**src/rtl/pipe_stage_reg.sv**
```systemverilog
// ----------------------------------------------------------------------------
// pipe_stage_reg : parametrised valid/ready pipeline register, optional skid
// Revision 1.0
// ----------------------------------------------------------------------------
`default_nettype none

module pipe_stage_reg #(
   parameter int                DATA_W      = 128,
   parameter int                CTRL_W      = 24,
   parameter int                SKID        = 1,
   parameter logic [CTRL_W-1:0] BUBBLE_CTRL = '0
) (
   input  logic              clk,
   input  logic              rst_n,
   input  logic              in_valid,
   output logic              in_ready,
   input  logic [CTRL_W-1:0] in_ctrl,
   input  logic [DATA_W-1:0] in_data,
   output logic              out_valid,
   input  logic              out_ready,
   output logic [CTRL_W-1:0] out_ctrl,
   output logic [DATA_W-1:0] out_data,
   input  logic              flush,
   input  logic              bubble,
   input  logic [CTRL_W-1:0] kill_mask,
   output logic [1:0]        occupancy
);

   logic              main_valid_q, main_valid_d;
   logic [CTRL_W-1:0] main_ctrl_q,  main_ctrl_d;
   logic [DATA_W-1:0] main_data_q,  main_data_d;
   logic              skid_valid_q, skid_valid_d;
   logic [CTRL_W-1:0] skid_ctrl_q,  skid_ctrl_d;
   logic [DATA_W-1:0] skid_data_q,  skid_data_d;
   logic [1:0]        occ_q,        occ_d;
   logic              in_xfer;
   logic              main_free;

   assign in_xfer   = in_valid && in_ready;
   assign main_free = !main_valid_q || out_ready;

   always_comb begin
      main_valid_d = main_valid_q;
      main_ctrl_d  = main_ctrl_q;
      main_data_d  = main_data_q;
      skid_valid_d = skid_valid_q;
      skid_ctrl_d  = skid_ctrl_q;
      skid_data_d  = skid_data_q;
      if (flush) begin
         main_valid_d = 1'b0;
         main_ctrl_d  = '0;
         skid_valid_d = 1'b0;
      end else begin
         // Skid drains first so an older entry is never overtaken.
         if (main_free) begin
            if (skid_valid_q) begin
               main_valid_d = 1'b1;
               main_ctrl_d  = skid_ctrl_q;
               main_data_d  = skid_data_q;
               skid_valid_d = 1'b0;
            end else if (bubble) begin
               main_valid_d = 1'b1;
               main_ctrl_d  = BUBBLE_CTRL;
            end else if (in_xfer) begin
               main_valid_d = 1'b1;
               main_ctrl_d  = in_ctrl;
               main_data_d  = in_data;
            end else begin
               main_valid_d = 1'b0;
            end
         end else if (in_xfer && (SKID != 0)) begin
            skid_valid_d = 1'b1;
            skid_ctrl_d  = in_ctrl;
            skid_data_d  = in_data;
         end
         main_ctrl_d = main_ctrl_d & ~kill_mask;
      end
      occ_d = {1'b0, main_valid_d} + {1'b0, skid_valid_d};
   end

   always_ff @(posedge clk or negedge rst_n) begin
      if (!rst_n) begin
         main_valid_q <= 1'b0;
         main_ctrl_q  <= '0;
         main_data_q  <= '0;
         occ_q        <= 2'd0;
      end else begin
         main_valid_q <= main_valid_d;
         main_ctrl_q  <= main_ctrl_d;
         main_data_q  <= main_data_d;
         occ_q        <= occ_d;
      end
   end

   generate
      if (SKID != 0) begin : g_skid
         always_ff @(posedge clk or negedge rst_n) begin
            if (!rst_n) begin
               skid_valid_q <= 1'b0;
               skid_ctrl_q  <= '0;
               skid_data_q  <= '0;
            end else begin
               skid_valid_q <= skid_valid_d;
               skid_ctrl_q  <= skid_ctrl_d;
               skid_data_q  <= skid_data_d;
            end
         end
         assign in_ready = !bubble && !skid_valid_q;
      end else begin : g_no_skid
         assign skid_valid_q = 1'b0;
         assign skid_ctrl_q  = '0;
         assign skid_data_q  = '0;
         assign in_ready     = !bubble && (!main_valid_q || out_ready);
      end
   endgenerate

   assign out_valid = main_valid_q;
   assign out_ctrl  = main_ctrl_q;
   assign out_data  = main_data_q;
   assign occupancy = occ_q;

endmodule

`default_nettype wire

```
**config.mk**
```make
export PLATFORM = sky130hd
export DESIGN_NAME = pipe_stage_reg
export DESIGN_NICKNAME = d
export VERILOG_FILES = /design/src/rtl/pipe_stage_reg.sv
export SDC_FILE = /design/constraint.sdc
export NUM_CORES = 1
export LEC_CHECK = 0
export ABC_CLOCK_PERIOD_IN_PS = 2900
export CAP_MARGIN = 20
export CORE_UTILIZATION = 50
export CTS_CLUSTER_SIZE = 20
export DETAILED_ROUTE_END_ITERATION = 12
export DONT_BUFFER_PORTS = 1
export PLACE_DENSITY = 0.64
export SYNTH_ARGS = -nofsm -noshare
export SYNTH_HDL_FRONTEND = slang
export SYNTH_SLANG_ARGS = --single-unit
export TNS_END_PERCENT = 1
```
**constraint.sdc**
```tcl
create_clock -name clk -period 2.9 [get_ports clk]
set_input_delay 0.58 -clock clk [delete_from_list [all_inputs] [get_ports clk]]
set_output_delay 0.58 -clock clk [all_outputs]
set_load 0.05 [all_outputs]
```
==> results of run 1 <==
==> final timing paths <==
path                                                to                   startpoint  slack, ns
max                                           in_ready       skid_valid_q$_DFF_PN0_       0.47
min reg2reg                skid_data_q[13]$_DFFE_PN0P_  skid_data_q[13]$_DFFE_PN0P_       0.50
min                         skid_data_q[3]$_DFFE_PN0P_                        rst_n      -0.21
max in group asynchronous   skid_ctrl_q[9]$_DFFE_PN0P_                        rst_n       2.55
max reg2reg                   out_data[11]$_DFFE_PN0P_          out_valid$_DFF_PN0_       0.77
min in group clk                out_ctrl[13]$_DFF_PN0_                kill_mask[13]       0.15
==> metal layers <==
metal | global-route usage | up-vias | wire length, um
li1 | - | 3263 | -
met1 | 0.2354 | 3761 | 11090
met2 | 0.3305 | 272 | 13840
met3 | 0.08909 | 55 | 3226
met4 | 0.06838 | 0 | 811
met5 | 0 | - | 0
==> cell type report <==
| class | count | area, um2 | share of cell area |
|---|---|---|---|
| flip-flops and latches | 308 | 7711 | 0.5048 |
| multi-input cells | 538 | 5809 | 0.3803 |
| clock buffers | 52 | 1062 | 0.06954 |
| well taps | 341 | 426.7 | 0.02793 |
| repair buffers | 11 | 145.1 | 0.009501 |
| clock inverters | 8 | 117.6 | 0.007699 |
| inverters | 1 | 3.754 | 0.0002457 |
==> power groups by stage <==
stage / clock [mW] / combinational, mW / sequential [mW]
after floorplan: 0 / 1.22 / 7.23
after global placement: 0 / 1.28 / 7.45
after detailed placement: 0 / 1.37 / 7.49
after CTS: 4.57 / 1.37 / 7.42
after global routing: 4.73 / 1.47 / 7.53
final: 4.46 / 1.35 / 7.42
==> cells by family (layout without fill, tap and decap cells) <==
group,Yosys count,in the layout,synth area share
AO/OA/AOI/OAI,75,75,0.03181
adder cells (fa/ha/maj),1,1,0.0009034
buffers and inverters,65,72,0.02539
flip-flops,308,308,0.5566
multiplexers,408,408,0.3535
AND/OR/NAND/NOR,54,54,0.03181
==> flip-flops by register name (all words and copies together), names as in the netlist <==
| signal | flops |
|---|---|
| out_data | 128 |
| skid_data_q | 128 |
| skid_ctrl_q | 24 |
| skid_valid_q | 1 |
| out_ctrl | 24 |
| out_valid | 1 |
| occupancy | 2 |
==> synth_stat cells <==
cell and number:
sky130_fd_sc_hd__nand2b_4 1, sky130_fd_sc_hd__buf_12 1, sky130_fd_sc_hd__ha_1 1, sky130_fd_sc_hd__a211oi_1 26, sky130_fd_sc_hd__o21ai_0 48, sky130_fd_sc_hd__inv_1 1
sky130_fd_sc_hd__nor2_1 1, sky130_fd_sc_hd__nor3_1 1, sky130_fd_sc_hd__and2_0 5, sky130_fd_sc_hd__nand2b_1 1, sky130_fd_sc_hd__and4bb_2 3, sky130_fd_sc_hd__a21oi_1 1
sky130_fd_sc_hd__buf_6 8, sky130_fd_sc_hd__mux2_2 328, sky130_fd_sc_hd__buf_2 22, sky130_fd_sc_hd__nor2b_1 1, sky130_fd_sc_hd__buf_4 1, sky130_fd_sc_hd__mux2_4 80
sky130_fd_sc_hd__dfrtp_1 308, sky130_fd_sc_hd__or4_1 1, sky130_fd_sc_hd__nor4bb_1 21, sky130_fd_sc_hd__and2_1 19, sky130_fd_sc_hd__clkbuf_1 31, sky130_fd_sc_hd__buf_1 1
==> worst max-delay path, cell delays in order (launching register included) <==
cell and delay (ns):
sky130_fd_sc_hd__dfrtp_4 0.44, sky130_fd_sc_hd__buf_4 0.58, sky130_fd_sc_hd__nor2_1 0.11, sky130_fd_sc_hd__buf_4 0.22
==> through the flow <==
stage	cell area (um2)	setup WS, ns	util	hold WS [ns]	instances
after floorplan	13850	0.7996	-	0.2844	911
after global placement	14100	0.6696	0.5216	0.2923	1199
after detailed placement	14100	0.6106	0.5216	0.2923	1199
after CTS	15280	0.4480	0.5652	-0.2311	1259
after global routing	15280	0.3725	0.5652	-0.2320	1259
final	15280	0.4694	0.5652	-0.2099	1259
==> summary by stage, run 1 <==
Floorplan
Measured along the x axis, the die boundary spans roughly 170 um. The initial standard-cell utilization of the core is 0.5124. The count of boundary I/O pins is between 300 and 400. The die covers 28360 um2. The height of the chip is 168.4 um. The cell row count is 60.

The core region is 27030 um2.

Layout
Of the cells placed in the final design, the portion with a size suffix greater than 1 is 0.5229. Leaving out fill and tap cells, the most frequent cell in the layout is sky130_fd_sc_hd__mux2_2. The count of fill cells added during filler insertion is roughly 2.2k.

The repair_antennas step left the layout with diodes totalling 0. The post-layout net count is 1078. The top cell types in the final layout, fill and taps aside, are 328 x sky130_fd_sc_hd__mux2_2, 307 x sky130_fd_sc_hd__dfrtp_1, 80 x sky130_fd_sc_hd__mux2_4. The area growth from synthesis to layout is 10.32%.

Drt
The number of routed nets with antenna violations is 0. The number of DRC violations after detailed routing is 0. The number of design-rule violations left by the first detailed-router iteration is 372.

Dividing the detail-routed wire length by the instance count gives 23.01 um. Wires add up to 28.97 mm. The final route contains 7351 vias. After detailed routing, the number of vias per cell comes to 5.839. The number of detailed-route iterations in the first pass is 4.

Power and ir drop
Of the total power, the share spent switching nets is 0.3193. In this run the power density over the cells is 865.6 nW/um2. Of the total power, the clock network draws 0.337. The leakage component of the power is roughly 6.7 nW. The internal power component is 9.001 mW. The net load switching power is 4.222 mW. The sequential share of power is 0.561. Power comes to 13.22 mW. The combinational power share is 0.102.

The worst-case IR drop observed on VDD is 0.4682 mV.

Setup path
The endpoint required time on the critical path is 2.32 ns. The worst setup path is launched from a flop. The sort of element at the end of the critical path is an output pin. The arrival time of data at the critical path endpoint is 1.85 ns. The critical path is of the flop to output pin type. The highest net fanout along the worst path is 68. The number of cell instances on the worst register-to-register path is 5.

Clock network
In this run the clock root is driven by a sky130_fd_sc_hd__clkbuf_16. The depth of the CTS H-tree is 2. The post-cts sizing count is 0. The clock latency at the later pin of the worst-skew pair is 0.49 ns. Once the clock tree was built, the setup fixing pass inserted 0 buffers. In this run, CTS created clock tree buffers numbering 35. The clock passes through at most 3 buffers. The clock-pin slew on the worst setup and hold paths is around 0.060 ns. TritonCTS built the clock tree. Clock tree synthesis found a total of 308 sinks.

Global routing
The initial antenna violation count was 0. Entering global routing, the biggest net connects 309 pins. The number of global-route vias before repair is 7958. The first global-routing pass estimated 45.19 mm of wire. In the global route stage, overall resource usage came out at 0.2016. The global-route congestion overflow total is 0.

Synth
Synthesis produced a netlist with a net count of 1094. The unique cell type count in the Yosys netlist is 24. During synthesis, Yosys emitted a total of 0 warnings.

Ranked by total cell area, the synthesized netlist is headed by sky130_fd_sc_hd__dfrtp_1 56%, sky130_fd_sc_hd__mux2_2 27%, sky130_fd_sc_hd__mux2_4 8.7%. The area share of the largest cell type after synthesis is 0.5566. The sequential fraction of the synthesis area is 0.5566. The cell count after synthesis came out at 911. Summing every instance area after synthesis gives 13850 um2. A synthesized cell averages 15.20 um2. The largest total area in the synthesized netlist belongs to sky130_fd_sc_hd__dfrtp_1.

The synthesized design contains 308 register bits.

Placement
Input and output buffers added on the ports amount to 0. At the end of routability-driven placement, the weighted congestion stood at between 0.7 and 0.8. The half-perimeter wire length of the detailed placement result is 18.82 mm.

Min path
The worst hold path belongs to the class primary input to asynchronous set/reset pin.

Timing
The number of max-slew violations in the final report is 0. Dividing the final minimum period by the clock period gives 0.8381. At the pin with the least slew margin, the transition time is 0.7734 ns. The smallest hold slack is -0.2099 ns.

Setup violations remaining at the end of the flow were counted as 0. Derived from the worst setup path, the maximum achievable clock frequency is about 0.4 GHz. The routed design could run at a clock period as short as 2.431 ns. The final hold violation count is a little over 300. Setup repair after global routing left no endpoint under its margin.

The final-layout setup total negative slack is 0 ns. Across the routed clock network, the largest skew measured is 0.009415 ns. In this run the tightest slew margin relative to its limit is 0.4844.

Status
The checks that failed: hold timing. The run finished, with violations left.

Run
The tool flagged a number of max-cap violations equal to 0.
No activity file was read; power rests on OpenSTA's default activity.
==> run 2, diff against run 1 <==
ABC_CLOCK_PERIOD_IN_PS = 2500   (was 2900)
clock period = 2.5 ns   (was 2.9 ns; I/O delays follow)
==> run 2 against run 1 <==
  * The run still ends with hold timing left
  * Worst setup slack got worse by 0.10 ns
  * Clock skew increased by 0.0013 ns
  * Via count decreased by 0.30%
  * Sequential power increased by 16%
  * Critical path depth unchanged
  * Non-clock buffer count increased by 2
  * Final cell count about the same
  * Hold slack got worse by 0.088 ns
  * Sequential share of layout area about the same
  * Power increased by 15%
  * Design area about the same
  * Global-route usage increased by 0.20 points
  * Critical path type unchanged
  * Highest routed layer unchanged
==> summary by stage, run 2 (synthesis gave the netlist of run 1 again) <==
Layout
In the layout the commonest cells are 328 x sky130_fd_sc_hd__mux2_2, 307 x sky130_fd_sc_hd__dfrtp_1, 80 x sky130_fd_sc_hd__mux2_4. Compared with the post-synthesis result, the final layout area differs by 10.37%. Leaving out fill and tap cells, the most frequent cell in the layout is sky130_fd_sc_hd__mux2_2.

The proportion of layout cells with a drive suffix above 1 is 0.5267. The post-layout net count is 1079. The number of antenna repair diodes is 0.

The post-route standard cell area excluding fillers is 15280 um2.

Setup path
At the worst endpoint, the arrival time is 1.64 ns. The critical path start-end classification is flop to output pin. For the worst flop-to-flop path, the logic depth is 3.

The critical path startpoint category is a flop. The worst register-to-register path has a setup slack of 0.46 ns. The sort of element at the end of the critical path is an output pin. For the worst setup path, the data required time is 2.00 ns. The highest net fanout along the worst path is 95. In this run the critical register-to-register path is launched from skid_valid_q$_DFF_PN0_.

The launch point of the worst path is skid_valid_q$_DFF_PN0_. The worst register-to-register path ends at skid_data_q[99]$_DFFE_PN0P_. The most critical setup path has its endpoint at in_ready.

Clock network
The clock tree from TritonCTS is built. For the worst-skew pair, the clock arrives at the later sink with an insertion delay of roughly 0.50 ns. Counting along the longest clock path gives a buffer depth of 3. The cell sitting at the root of the clock tree is a sky130_fd_sc_hd__clkbuf_16. The clock net in this run drives a total of 308 sinks. After clock tree synthesis, the clock-pin slew on the worst setup and hold paths is 0.06 ns.

The number of CTS-inserted buffers is 34. The depth of the CTS H-tree is 2.

Placement
The placed cell area is between 10000 and 15000 um2. The last weighted congestion value of the routability-driven placer is a little under 0.8. After legalization and detailed placement, the total HPWL measured 19.20 mm. The number of buffers inserted by port buffering is 0. The post-placement worst setup slack is between 0.3 and 0.4 ns.

Status
The run finished, with violations left. The final reports fail on hold timing.

Power and ir drop
The areal power density over the cells is roughly 1000 nW/um2. Across the VDD grid, the largest voltage drop is 0.5983 mV. The analysis attributes to cell leakage a power of just under 7 nW.

Floorplan
The floorplan step defined a core boundary enclosing about 27000 um2. In this run the core area contains 60 standard-cell rows. For this configuration, the core starts out at a cell density of 0.5124. The die outline width is between 150 and 200 um.

The die covers 28360 um2. The height of the chip is 168.4 um. The count of boundary I/O pins is 338.

Timing
The final-layout setup total negative slack is 0 ns. The worst-case setup margin in the final layout is 0.3649 ns. The final clock skew is 0.01074 ns. Measured against its own limit, the worst slew margin works out to 0.6362. The number of max-slew violations in the final report is 0. The final hold violation count was 308. The fmax is approximately 0.47 GHz. Setup repair after global routing left no endpoint under its margin.

The actual transition at the worst max-transition pin is around 0.55 ns. The number of setup violations in the final report is 0. The shortest period the worst path allows is 2.135 ns. The final cycle utilization of the critical path is 0.8540. The smallest hold slack is -0.2981 ns.

Drt
The number of routed nets with antenna violations is 0. In the final routed layout, each cell accounts on average for 23.09 um. The routed design has between 20 and 30 mm of wire. The post-detailed-route via-to-cell ratio is 5.826.

The detailed-route via count is 7329. In the routed design, unresolved DRC markers number 0. The number of design-rule violations left by the first detailed-router iteration is 357.

For this run, the detailed router's first-pass iteration total came to 4.

Global routing
The maximum number of pins on one net before global-route repair is 309. In the global route stage, overall resource usage came out at 0.2035. The initial antenna violation count is 0. The number of global-route vias before repair is between 7k and 8k. The global-route congestion overflow total is 0.

The first global-routing pass estimated around 46 mm of wire.

Min path
In this run the worst hold path is classified as primary input to asynchronous set/reset pin.

Run
Across the run, the number of max-cap violations was 0.
## run 2: changes by cell type in the layout (fill, tap and decap cells not counted), sizes merged
cell      change
buf           +2
clkbuf        -2
bufinv        -1
clkinv        +1
clkinvlp      -1
## run 2: what timing repair did
action / 4_1_cts / 5_1_grt
hold endpoints to repair: 308 / 308
buffers inserted: 0 / 0
resized for setup: 0 / 0
## run 2: power by group
| part | switching [mW] | internal (mW) | total, mW |
|---|---|---|---|
| Combinational | 0.421 | 1.15 | 1.57 |
| Clock | 1.93 | 3.17 | 5.10 |
| Sequential | 2.54 | 6.06 | 8.60 |
| Total | 4.89 | 10.4 | 15.3 |
## run 2: worst min path at each step
stage	slack, ns	endpoint	depth (start not counted)
2_1_floorplan	0.20	occupancy[0]$_DFF_PN0_	0
3_3_place_gp	0.21	skid_data_q[3]$_DFFE_PN0P_	0
3_5_place_dp	0.21	out_data[2]$_DFFE_PN0P_	0
4_1_cts	-0.32	out_data[2]$_DFFE_PN0P_	0
5_1_grt	-0.32	out_data[2]$_DFFE_PN0P_	0
6_report	-0.30	out_data[2]$_DFFE_PN0P_	0
## run 2: worst max-delay path: stages (launching register included)
cell and delay, ns:
sky130_fd_sc_hd__dfrtp_4 0.46, sky130_fd_sc_hd__buf_12 0.36, sky130_fd_sc_hd__nor2_1 0.10, sky130_fd_sc_hd__buf_4 0.20
## run 2: area by class of cell
type                    instances  area [um2]
clock inverters                 7       85.08
flip-flops and latches        308        7711
inverters                       1       3.754
clock buffers                  50        1075
repair buffers                 13       172.7
multi-input cells             538        5809
well taps                     341       426.7
fillers                      2102       11740
## run 2: per-stage QoR
step / utilization / cells / hold WS, ns / total power, mW
2_1_floorplan: - / 911 / 0.2044 / 9.808
3_3_place_gp: 0.5226 / 1201 / 0.2126 / 10.13
3_5_place_dp: 0.5226 / 1201 / 0.2089 / 10.28
4_1_cts: 0.5655 / 1258 / -0.3201 / 15.44
5_1_grt: 0.5655 / 1258 / -0.3197 / 15.89
6_report: 0.5655 / 1258 / -0.2981 / 15.27
## run 2: routing by layer
layer | global-route usage | share of wire
met1 | 0.2329 | 0.38
met2 | 0.3460 | 0.49
met3 | 0.08369 | 0.10
met4 | 0.06482 | 0.024
met5 | 0 | 0
==> run 3, diff against run 2 <==
ABC_CLOCK_PERIOD_IN_PS = default   (was 2500)
HOLD_SLACK_MARGIN = 0.02   (was default)
==> results of run 3 <==
Final layout, timing and power as in run 2 (identical DEF).
